[src/rtl/cr_axis_mon_pkg.sv]
// Shared definitions for the AXI-stream frame monitor: tuser framing codes,
// per-channel FSM states and error-bit positions.
package cr_axis_mon_pkg;

  localparam logic [1:0] TUSER_SOT = 2'b01;
  localparam logic [1:0] TUSER_EOT = 2'b10;
  localparam logic [1:0] TUSER_MID = 2'b11;

  typedef enum logic {
    MON_IDLE  = 1'b0,
    MON_FRAME = 1'b1
  } mon_state_e;

  typedef enum logic [1:0] {
    KIND_MID = 2'd0,
    KIND_SOT = 2'd1,
    KIND_EOT = 2'd2
  } beat_kind_e;

  localparam int unsigned ERR_FRAMING = 0;
  localparam int unsigned ERR_STABLE  = 1;
  localparam int unsigned ERR_TLAST   = 2;
  localparam int unsigned ERR_WDOG    = 3;
  localparam int unsigned ERR_W       = 4;

  // 2'b00 carries no framing marker and is handled like a continuation beat.
  function automatic beat_kind_e decode_tuser(input logic [1:0] code);
    beat_kind_e kind;
    unique case (code)
      TUSER_SOT:        kind = KIND_SOT;
      TUSER_EOT:        kind = KIND_EOT;
      TUSER_MID, 2'b00: kind = KIND_MID;
      default:          kind = KIND_MID;
    endcase
    return kind;
  endfunction

endpackage

[src/rtl/cr_axis_ch_mon.sv]
// Single-channel passive AXI-stream monitor: framing FSM, stall stability check,
// tlast consistency, stall watchdog, saturating beat/frame counters, sticky errors.
module cr_axis_ch_mon
  import cr_axis_mon_pkg::*;
#(
  parameter int unsigned DWIDTH     = 64,
  parameter int unsigned UWIDTH     = 8,
  parameter int unsigned SWIDTH     = 8,
  parameter int unsigned CNT_WIDTH  = 32,
  parameter int unsigned WDOG_WIDTH = 16
) (
  input  logic                  clk_i,
  input  logic                  rst_i,
  input  logic                  tvalid_i,
  input  logic                  tready_i,
  input  logic                  tlast_i,
  input  logic [UWIDTH-1:0]     tuser_i,
  input  logic [SWIDTH-1:0]     tstrb_i,
  input  logic [DWIDTH-1:0]     tdata_i,
  input  logic                  tlast_chk_en_i,
  input  logic [WDOG_WIDTH-1:0] wdog_limit_i,
  input  logic                  err_clr_i,
  input  logic                  stat_clr_i,
  output logic [CNT_WIDTH-1:0]  beats_o,
  output logic [CNT_WIDTH-1:0]  frames_o,
  output logic                  in_frame_o,
  output logic [ERR_W-1:0]      err_flags_o
);

  localparam int unsigned CAP_W = DWIDTH + SWIDTH + UWIDTH + 1;

  mon_state_e            state_q;
  logic                  armed_q;
  logic [CAP_W-1:0]      cap_q;
  logic [WDOG_WIDTH-1:0] wdog_q, wdog_d;
  logic [CNT_WIDTH-1:0]  beats_q, frames_q;
  logic [ERR_W-1:0]      err_q, err_set;

  logic                  beat;
  logic                  stall;
  logic [CAP_W-1:0]      fields;
  beat_kind_e            kind;

  always_comb begin
    beat    = tvalid_i & tready_i;
    stall   = tvalid_i & ~tready_i;
    fields  = {tdata_i, tstrb_i, tuser_i, tlast_i};
    kind    = decode_tuser(tuser_i[1:0]);
    err_set = '0;
    wdog_d  = '0;

    if (beat) begin
      unique case (state_q)
        MON_IDLE:  if (kind != KIND_SOT) err_set[ERR_FRAMING] = 1'b1;
        MON_FRAME: if (kind == KIND_SOT) err_set[ERR_FRAMING] = 1'b1;
        default:   err_set[ERR_FRAMING] = 1'b0;
      endcase
      if (tlast_chk_en_i && (tlast_i != (kind == KIND_EOT))) err_set[ERR_TLAST] = 1'b1;
    end

    if (armed_q && (!tvalid_i || (fields != cap_q))) err_set[ERR_STABLE] = 1'b1;

    // Count parks at the limit so a long stall reports exactly once.
    if ((state_q == MON_FRAME) && !beat && (wdog_limit_i != '0)) begin
      wdog_d = (wdog_q < wdog_limit_i) ? wdog_q + 1'b1 : wdog_q;
      if (wdog_q == wdog_limit_i - 1'b1) err_set[ERR_WDOG] = 1'b1;
    end
  end

  always_ff @(posedge clk_i) begin
    if (rst_i) begin
      state_q  <= MON_IDLE;
      armed_q  <= 1'b0;
      cap_q    <= '0;
      wdog_q   <= '0;
      beats_q  <= '0;
      frames_q <= '0;
      err_q    <= '0;
    end else begin
      armed_q <= stall;
      if (stall) cap_q <= fields;
      wdog_q <= wdog_d;
      err_q  <= (err_q & ~{ERR_W{err_clr_i}}) | err_set;

      if (beat) begin
        unique case (state_q)
          MON_IDLE:  if (kind == KIND_SOT) state_q <= MON_FRAME;
          MON_FRAME: if (kind == KIND_EOT) state_q <= MON_IDLE;
          default:   state_q <= MON_IDLE;
        endcase
      end

      if (stat_clr_i) begin
        beats_q  <= '0;
        frames_q <= '0;
      end else begin
        if (beat && (beats_q != '1)) beats_q <= beats_q + 1'b1;
        if (beat && (state_q == MON_FRAME) && (kind == KIND_EOT) && (frames_q != '1))
          frames_q <= frames_q + 1'b1;
      end
    end
  end

  assign beats_o     = beats_q;
  assign frames_o    = frames_q;
  assign in_frame_o  = (state_q == MON_FRAME);
  assign err_flags_o = err_q;

endmodule

[src/rtl/cr_axis_frame_mon.sv]
// N-channel passive AXI-stream frame monitor: per-channel monitors plus the
// registered statistics read mux and the summary interrupt.
module cr_axis_frame_mon
  import cr_axis_mon_pkg::*;
#(
  parameter int unsigned N_CH       = 4,
  parameter int unsigned DWIDTH     = 64,
  parameter int unsigned UWIDTH     = 8,
  parameter int unsigned SWIDTH     = 8,
  parameter int unsigned CNT_WIDTH  = 32,
  parameter int unsigned WDOG_WIDTH = 16
) (
  input  logic                      clk,
  input  logic                      rst,
  input  logic [N_CH-1:0]           mon_tvalid,
  input  logic [N_CH-1:0]           mon_tready,
  input  logic [N_CH-1:0]           mon_tlast,
  input  logic [N_CH*UWIDTH-1:0]    mon_tuser,
  input  logic [N_CH*SWIDTH-1:0]    mon_tstrb,
  input  logic [N_CH*DWIDTH-1:0]    mon_tdata,
  input  logic [N_CH-1:0]           tlast_chk_en,
  input  logic [WDOG_WIDTH-1:0]     wdog_limit,
  input  logic [N_CH-1:0]           err_clr,
  input  logic                      stat_clr,
  input  logic [$clog2(N_CH)-1:0]   stat_sel,
  output logic [CNT_WIDTH-1:0]      stat_beats,
  output logic [CNT_WIDTH-1:0]      stat_frames,
  output logic [N_CH-1:0]           in_frame,
  output logic [N_CH*ERR_W-1:0]     err_flags,
  output logic                      mon_irq
);

  logic [CNT_WIDTH-1:0] beats_w  [N_CH];
  logic [CNT_WIDTH-1:0] frames_w [N_CH];
  logic [CNT_WIDTH-1:0] sel_beats_d, sel_frames_d;
  logic [CNT_WIDTH-1:0] stat_beats_q, stat_frames_q;
  logic                 mon_irq_q;

  for (genvar g = 0; g < N_CH; g++) begin : g_ch
    cr_axis_ch_mon #(
      .DWIDTH     (DWIDTH),
      .UWIDTH     (UWIDTH),
      .SWIDTH     (SWIDTH),
      .CNT_WIDTH  (CNT_WIDTH),
      .WDOG_WIDTH (WDOG_WIDTH)
    ) u_ch (
      .clk_i          (clk),
      .rst_i          (rst),
      .tvalid_i       (mon_tvalid[g]),
      .tready_i       (mon_tready[g]),
      .tlast_i        (mon_tlast[g]),
      .tuser_i        (mon_tuser[g*UWIDTH +: UWIDTH]),
      .tstrb_i        (mon_tstrb[g*SWIDTH +: SWIDTH]),
      .tdata_i        (mon_tdata[g*DWIDTH +: DWIDTH]),
      .tlast_chk_en_i (tlast_chk_en[g]),
      .wdog_limit_i   (wdog_limit),
      .err_clr_i      (err_clr[g]),
      .stat_clr_i     (stat_clr),
      .beats_o        (beats_w[g]),
      .frames_o       (frames_w[g]),
      .in_frame_o     (in_frame[g]),
      .err_flags_o    (err_flags[g*ERR_W +: ERR_W])
    );
  end

  // Non-power-of-two channel counts leave select codes with no channel behind them.
  always_comb begin
    sel_beats_d  = '0;
    sel_frames_d = '0;
    if (32'(stat_sel) < N_CH) begin
      sel_beats_d  = beats_w[stat_sel];
      sel_frames_d = frames_w[stat_sel];
    end
  end

  always_ff @(posedge clk) begin
    if (rst) begin
      stat_beats_q  <= '0;
      stat_frames_q <= '0;
      mon_irq_q     <= 1'b0;
    end else begin
      stat_beats_q  <= sel_beats_d;
      stat_frames_q <= sel_frames_d;
      mon_irq_q     <= |err_flags;
    end
  end

  assign stat_beats  = stat_beats_q;
  assign stat_frames = stat_frames_q;
  assign mon_irq     = mon_irq_q;

endmodule

[config.mk]
export PLATFORM = sky130hd
export DESIGN_NAME = cr_axis_frame_mon
export DESIGN_NICKNAME = d
export VERILOG_FILES = /design/src/rtl/cr_axis_mon_pkg.sv /design/src/rtl/cr_axis_ch_mon.sv /design/src/rtl/cr_axis_frame_mon.sv
export SDC_FILE = /design/constraint.sdc
export NUM_CORES = 2
export LEC_CHECK = 0
export BUFFER_PORTS_ARGS = -buffer_cell sky130_fd_sc_hd__buf_2
export CAP_MARGIN = 25
export CORE_ASPECT_RATIO = 0.75
export CORE_UTILIZATION = 53
export DETAILED_ROUTE_END_ITERATION = 12
export HOLD_SLACK_MARGIN = 0.05
export PLACE_DENSITY = 0.76
export SYNTH_ARGS = -nofsm -noshare
export SYNTH_HDL_FRONTEND = slang
export SYNTH_HIERARCHICAL = 1
export SYNTH_SLANG_ARGS = --single-unit
[constraint.sdc]
create_clock -name clk -period 2.15 [get_ports clk]
set_input_delay 0.215 -clock clk [delete_from_list [all_inputs] [get_ports clk]]
set_output_delay 0.215 -clock clk [all_outputs]
set_load 0.02 [all_outputs]
# [Word level (Yosys, flattened, before mapping)]
# Cells that the tools add are included.
[op_classes] n_addsub=13 multipliers=0 div=0 magnitude_cmp=5 eq_ne=44 shifts=0 muxes=54 n_bitwise=33 n_reduce_logical=59
[op_table] cell="81-bit != test" count=4
[op_table] cell="32-bit by 1-bit adder with 32-bit output, second input constant" count=8
[op_table] cell="32-bit != test, second input constant" count=8
[op_table] cell="32-bit binary-select mux with 2-bit select" count=2
[op_table] cell="32-bit two-way mux" count=4
[op_table] cell="16-bit by 1-bit adder with 16-bit output, second input constant" count=4
[op_table] cell="16-bit equality test" count=4
[op_table] cell="16-bit less-than comparator" count=4
[op_table] cell="1-bit two-way mux" count=36
[op_table] cell="1-bit logical AND" count=32
[op_table] cell="2-bit equality test, second input constant" count=12
[op_table] cell="2-bit one-hot mux with 3 select lines" count=4
[op_table] cell="2-bit OR reduction" count=9
[op_table] cell="4-bit AND" count=4
[op_table] cell="2-bit by 1-bit equality test with 1-bit output, second input constant" count=8
[op_table] cell="4-bit NOT" count=4
[op_table] cell="4-bit OR" count=4
[op_table] cell="1-bit one-hot mux with 2 select lines" count=8
[op_table] cell="16-bit nonzero test" count=1
[op_table] cell="16-bit OR reduction" count=1
[op_table] cell="16-bit by 1-bit subtractor with 16-bit output, second input constant" count=1
[op_table] cell="1-bit NOT" count=12
[op_table] cell="1-bit AND" count=8
[op_table] cell="1-bit zero test" count=8
[op_table] cell="other kinds (6)" count=18
[totals] reg_bits=733 latch_bits=0 ramBits=0 mem_bits_ro=0 mem_count=0

# [Longest topological paths before layout]
[depth] word_depth=9 depth_mapped=10 ltp_nobuf=9

# [Cells and area by module]
# The synthesis kept the hierarchy.
[modules_own_cells] mod="cr_axis_ch_mon (g_ch[0].u_ch ...)" instances=3 cells_per_inst=1083 area_each_um2=8468.1
[modules_own_cells] mod="cr_axis_ch_mon (g_ch[3].u_ch)" instances=1 cells_per_inst=1126 area_each_um2=8906.0
[modules_own_cells] mod="cr_axis_frame_mon" instances=1 cells_per_inst=219 area_each_um2=3316.9

# [Worst setup path before layout]
# No wires, ideal clock.
[synth_timing] kind="register to register" start="register g_ch[3].u_ch.wdog_q[3]" end="register g_ch[3].u_ch.wdog_q[13]" arrival_time_ps=2164 t_required_ps=2080 slack_ps=-84 stages_incl_launch_ff=9 path_buffers=1 period_less_slack_ps=2234 cell_sequence="dfxtp_1 -> ha_1 -> a21o_1 -> a21oi_1 -> a21oi_1 -> o31a_1 -> clkbuf_1 -> or4_1 -> a21oi_1"
[synth_via] elab_chain_len=1 word_cells_on_any_way=2
[synth_lines] item="from (decl)" line_no="cr_axis_ch_mon.sv:35" text="logic [WDOG_WIDTH-1:0] wdog_q, wdog_d;"
[synth_lines] item="from (signal assigned)" line_no="cr_axis_ch_mon.sv:82" text="wdog_q <= wdog_d;"
[synth_lines] item="16-bit by 1-bit adder with 16-bit output / 16-bit less-than comparator (equally long branches)" line_no="cr_axis_ch_mon.sv:65" text="wdog_d = (wdog_q < wdog_limit_i) ? wdog_q + 1'b1 : wdog_q;"
# Several ways; a longest one is shown, not always the timed one.
# A chain may end at the register's enable or synchronous reset.

# [Worst setup path after layout]
[layout_timing] start="register g_ch[3].u_ch.wdog_q[3]" end="register g_ch[3].u_ch.wdog_q[9]"
# The elaborated chain is that of the path after synthesis.

==> out/results.ini <==
[route]
drtIter0Drc = 4054
ant_nets = 0
wl_um = 126700
viasPerCell = 5.744
route.detailed.drc = 0
vias = 38574
wire_per_inst_um = 18.87
firstDrtPassIters = 7

[layout]
layout.cells.most_common = nand2_1
area_growth_pct = 34.07
layoutNonFillerInstCount = 6715
final_cell_mix = nand2_1, dfxtp_1, buf_2
drive_gt1_share_pct = 21.84
regArea_um2 = 14720
multi_input_area_um2 = 21800
utilization_pct = 71.86
finalInstanceArea_um2 = 50450
fin_nets = 6141
fill_cells = 4884

[pwr]
power_mw = 31.24
clockPowerShare_pct = 43.6
p_per_area_nw_per_um2 = 619.3
p_int_mw = 23.46
peakVddDrop_uv = 536.4
switchingPower_mw = 7.778
p_leak_nw = 19.88
switching_share_pct = 24.89
pwr-share-seq_pct = 45.1
p_comb_share_pct = 11.3

[floorplanning]
coreArea_um2 = 70210
die_y_um = 232.8
fp.dieArea_um2 = 72080
start_util_pct = 53.59
rows = 84
floorplan.die.width_um = 309.7
io_pins = 446

[timing]
fmax_ghz = 0.4488
rsz0062_at_grt = yes
holdWs_ns = 0.1407
finClkSkew_ns = 0.02196
fin_tns_setup_ns = -0.4001
period_share_pct = 103.6
finalHoldViolations = 0
slew_headroom_pct = 38.39
period_needed_ns = 2.228
setup_viol = 11
drv_slew = 0
tightest_slew_ns = 0.9242
setup_slack_ns = -0.07824

[clock_tree]
htreeDepth = 3
cts_tree = yes
clockRootBuffer = clkbuf_16
cts_sinks = 733
cts_buffer_depth = 3
path_clk_slew_ns = 0.06
cts_buffers = 75
clk_latency_ns = 0.64

[worst_setup_path]
crit_slowest_cell = or4_4
slowest_delay_ns = 0.51
crit_buf_inv = 1
crit_fanout = 6
critical_path_arrival_ns = 2.77
path_cells = ha_4 -> a21o_1 -> a21oi_2 -> a21oi_2 -> o31a_1 -> clkbuf_16 -> or4_4 -> a21oi_2
start_kind = flop
endpoint_kind = flop
critPathTopFamily = compound AO/OA/AOI/OAI gates
path_common_cell = a21oi_2
cp.required_ns = 2.70
crit_type = reg -> reg

[placed_design]
dp.cells = 6199
place_ws_ns = -0.2738
routabilityCongestion = 0.9702
place_area_um2 = 43630
dp_hpwl_um = 85200
portBuffers = 445

[global_routing]
grt.total_usage_pct = 33.26
grt_antenna_before_repair = 13
grt-ovfl-total = 0
grt_pass1_wl_um = 191300
grt_pass1_vias = 35997
grt_start_max_net_pins = 90

[synthesis]
ys_types = 79
synth_edf_count = 0
seq_area_frac_synth_pct = 39.00
synth-seq-cells = 733
synthArstFlopShare_pct = 0
synth.avg_cell_area_um2 = 8.191
syn_nets = 5035
syn-cell-area_um2 = 37630
syn_inst = 4594
yosys_warnings = 6
ys.flop_type = dfxtp_1

[run_status]
violations = setup timing
status = complete, but fails checks

[job]
maxCapViolations = 0

[hold_path]
hold_class = in -> reg

[tightest hold or removal path: stages]
cell	delay, ns
buf_2	0.12
buf_4	0.15
nor2b_4	0.10
nand2_1	0.08
a21oi_1	0.05
[layout make-up]
type                            count  share of cell area, %
Multi-Input combinational cell   3432                  43.21
Sequential cell                   733                  29.18
Timing Repair Buffer             1231                  18.45
Clock buffer                      108                  4.345
Tap cell                          946                  2.346
Inverter                          227                  1.689
Clock inverter                     25                 0.7093
Antenna cell                       13                0.06448
[final timing paths]
kind                                            start                                   to  slack [ns]  cells after the start
setup / recovery  g_ch[3].u_ch/wdog_q[3]$_SDFFE_PP0N_  g_ch[3].u_ch/wdog_q[9]$_SDFFE_PP0N_       -0.08                      8
hold / removal                          mon_tready[3]   g_ch[3].u_ch/cap_q[1]$_SDFFE_PP0P_        0.14                      5
setup reg to reg  g_ch[3].u_ch/wdog_q[3]$_SDFFE_PP0N_  g_ch[3].u_ch/wdog_q[9]$_SDFFE_PP0N_       -0.08                      8
hold reg to reg   g_ch[1].u_ch/cap_q[61]$_SDFFE_PP0P_  g_ch[1].u_ch/cap_q[61]$_SDFFE_PP0P_        0.46                      2
[registers in the layout, summed over array words and instances (netlist names)]
signal / flops
g_ch.u_ch/wdog_q: 64
g_ch.u_ch/frames_o: 128
stat_frames: 32
stat_beats: 32
g_ch.u_ch/armed_q: 4
g_ch.u_ch/in_frame_o: 4
g_ch.u_ch/cap_q: 324
g_ch.u_ch/err_flags_o: 16
mon_irq: 1
g_ch.u_ch/beats_o: 128
[cells in the mapped netlist, types with 7 or more instances]
cell type	count	area share (%)
nand2_1	812	8.1
dfxtp_1	733	39
a21oi_1	455	6.1
nor2_1	367	3.7
xnor2_1	269	6.3
xor2_1	267	6.2
inv_1	227	2.3
nand4_1	174	2.9
clkbuf_1	173	1.7
nand3_1	142	1.9
nor2b_1	91	1.5
o21ai_0	81	1.1
ha_1	80	2.7
nor4_1	69	1.1
mux4_2	64	3.8
nor3_1	60	0.80
or3_1	51	0.85
and3_1	45	0.75
o22ai_1	36	0.60
and4_1	32	0.74
a221oi_1	27	0.63
or4_1	22	0.44
o31ai_1	19	0.38
nand2b_1	18	0.30
and2_1	16	0.27
a31oi_1	15	0.25
mux2i_1	13	0.35
a21o_1	12	0.24
a22o_1	12	0.28
nor3_2	12	0.32
a211oi_1	10	0.20
a22oi_1	10	0.20
buf_1	10	0.10
nor3b_1	10	0.20
buf_2	9	0.12
o2111ai_1	9	0.21
o2bb2ai_1	9	0.21
or4_4	9	0.27
o211ai_1	8	0.16
o221ai_1	8	0.19
buf_6	7	0.21
or2_2	7	0.12
[power groups by stage]
stage	Clock [mW]	Sequential, mW	Combinational [mW]
after CTS	13.8	14.1	3.36
after floorplan	0	14.4	1.57
after detailed placement	0	14.4	2.84
after global routing	14.3	14.1	3.78
after global placement	0	14.4	2.79
final	13.6	14.1	3.53
[kinds of logic after synthesis]
logic type                 synth area share [%]
DFF                                       39.00
buffers and inverters                     4.472
xor gates and xnor gates                  12.48
adders and majority gates                 2.660
and+or+nand+nor                           25.40
muxes                                     4.356
AOI/OAI and AO/OA                         11.63
[timing repair]
item / CTS / global route
hold buffers: 338 / 0
endpoints found under the setup margin: 32 / 140
setup buffers: 4 / 26
resized for setup: 21 / 113
gates cloned: 0 / 3
pin swaps: 9 / 57
hold endpoints to repair: 355 / 0
[metal layers]
metal	wire (um)	vias to the layer above	global-route usage [%]
met5	12	-	0
met4	4608	2	12.82
met3	12160	369	7.542
met2	56800	1905	52.56
met1	53120	18199	44.02
li1	-	18099	-
Note: power is estimated with default switching activity, not from simulation.
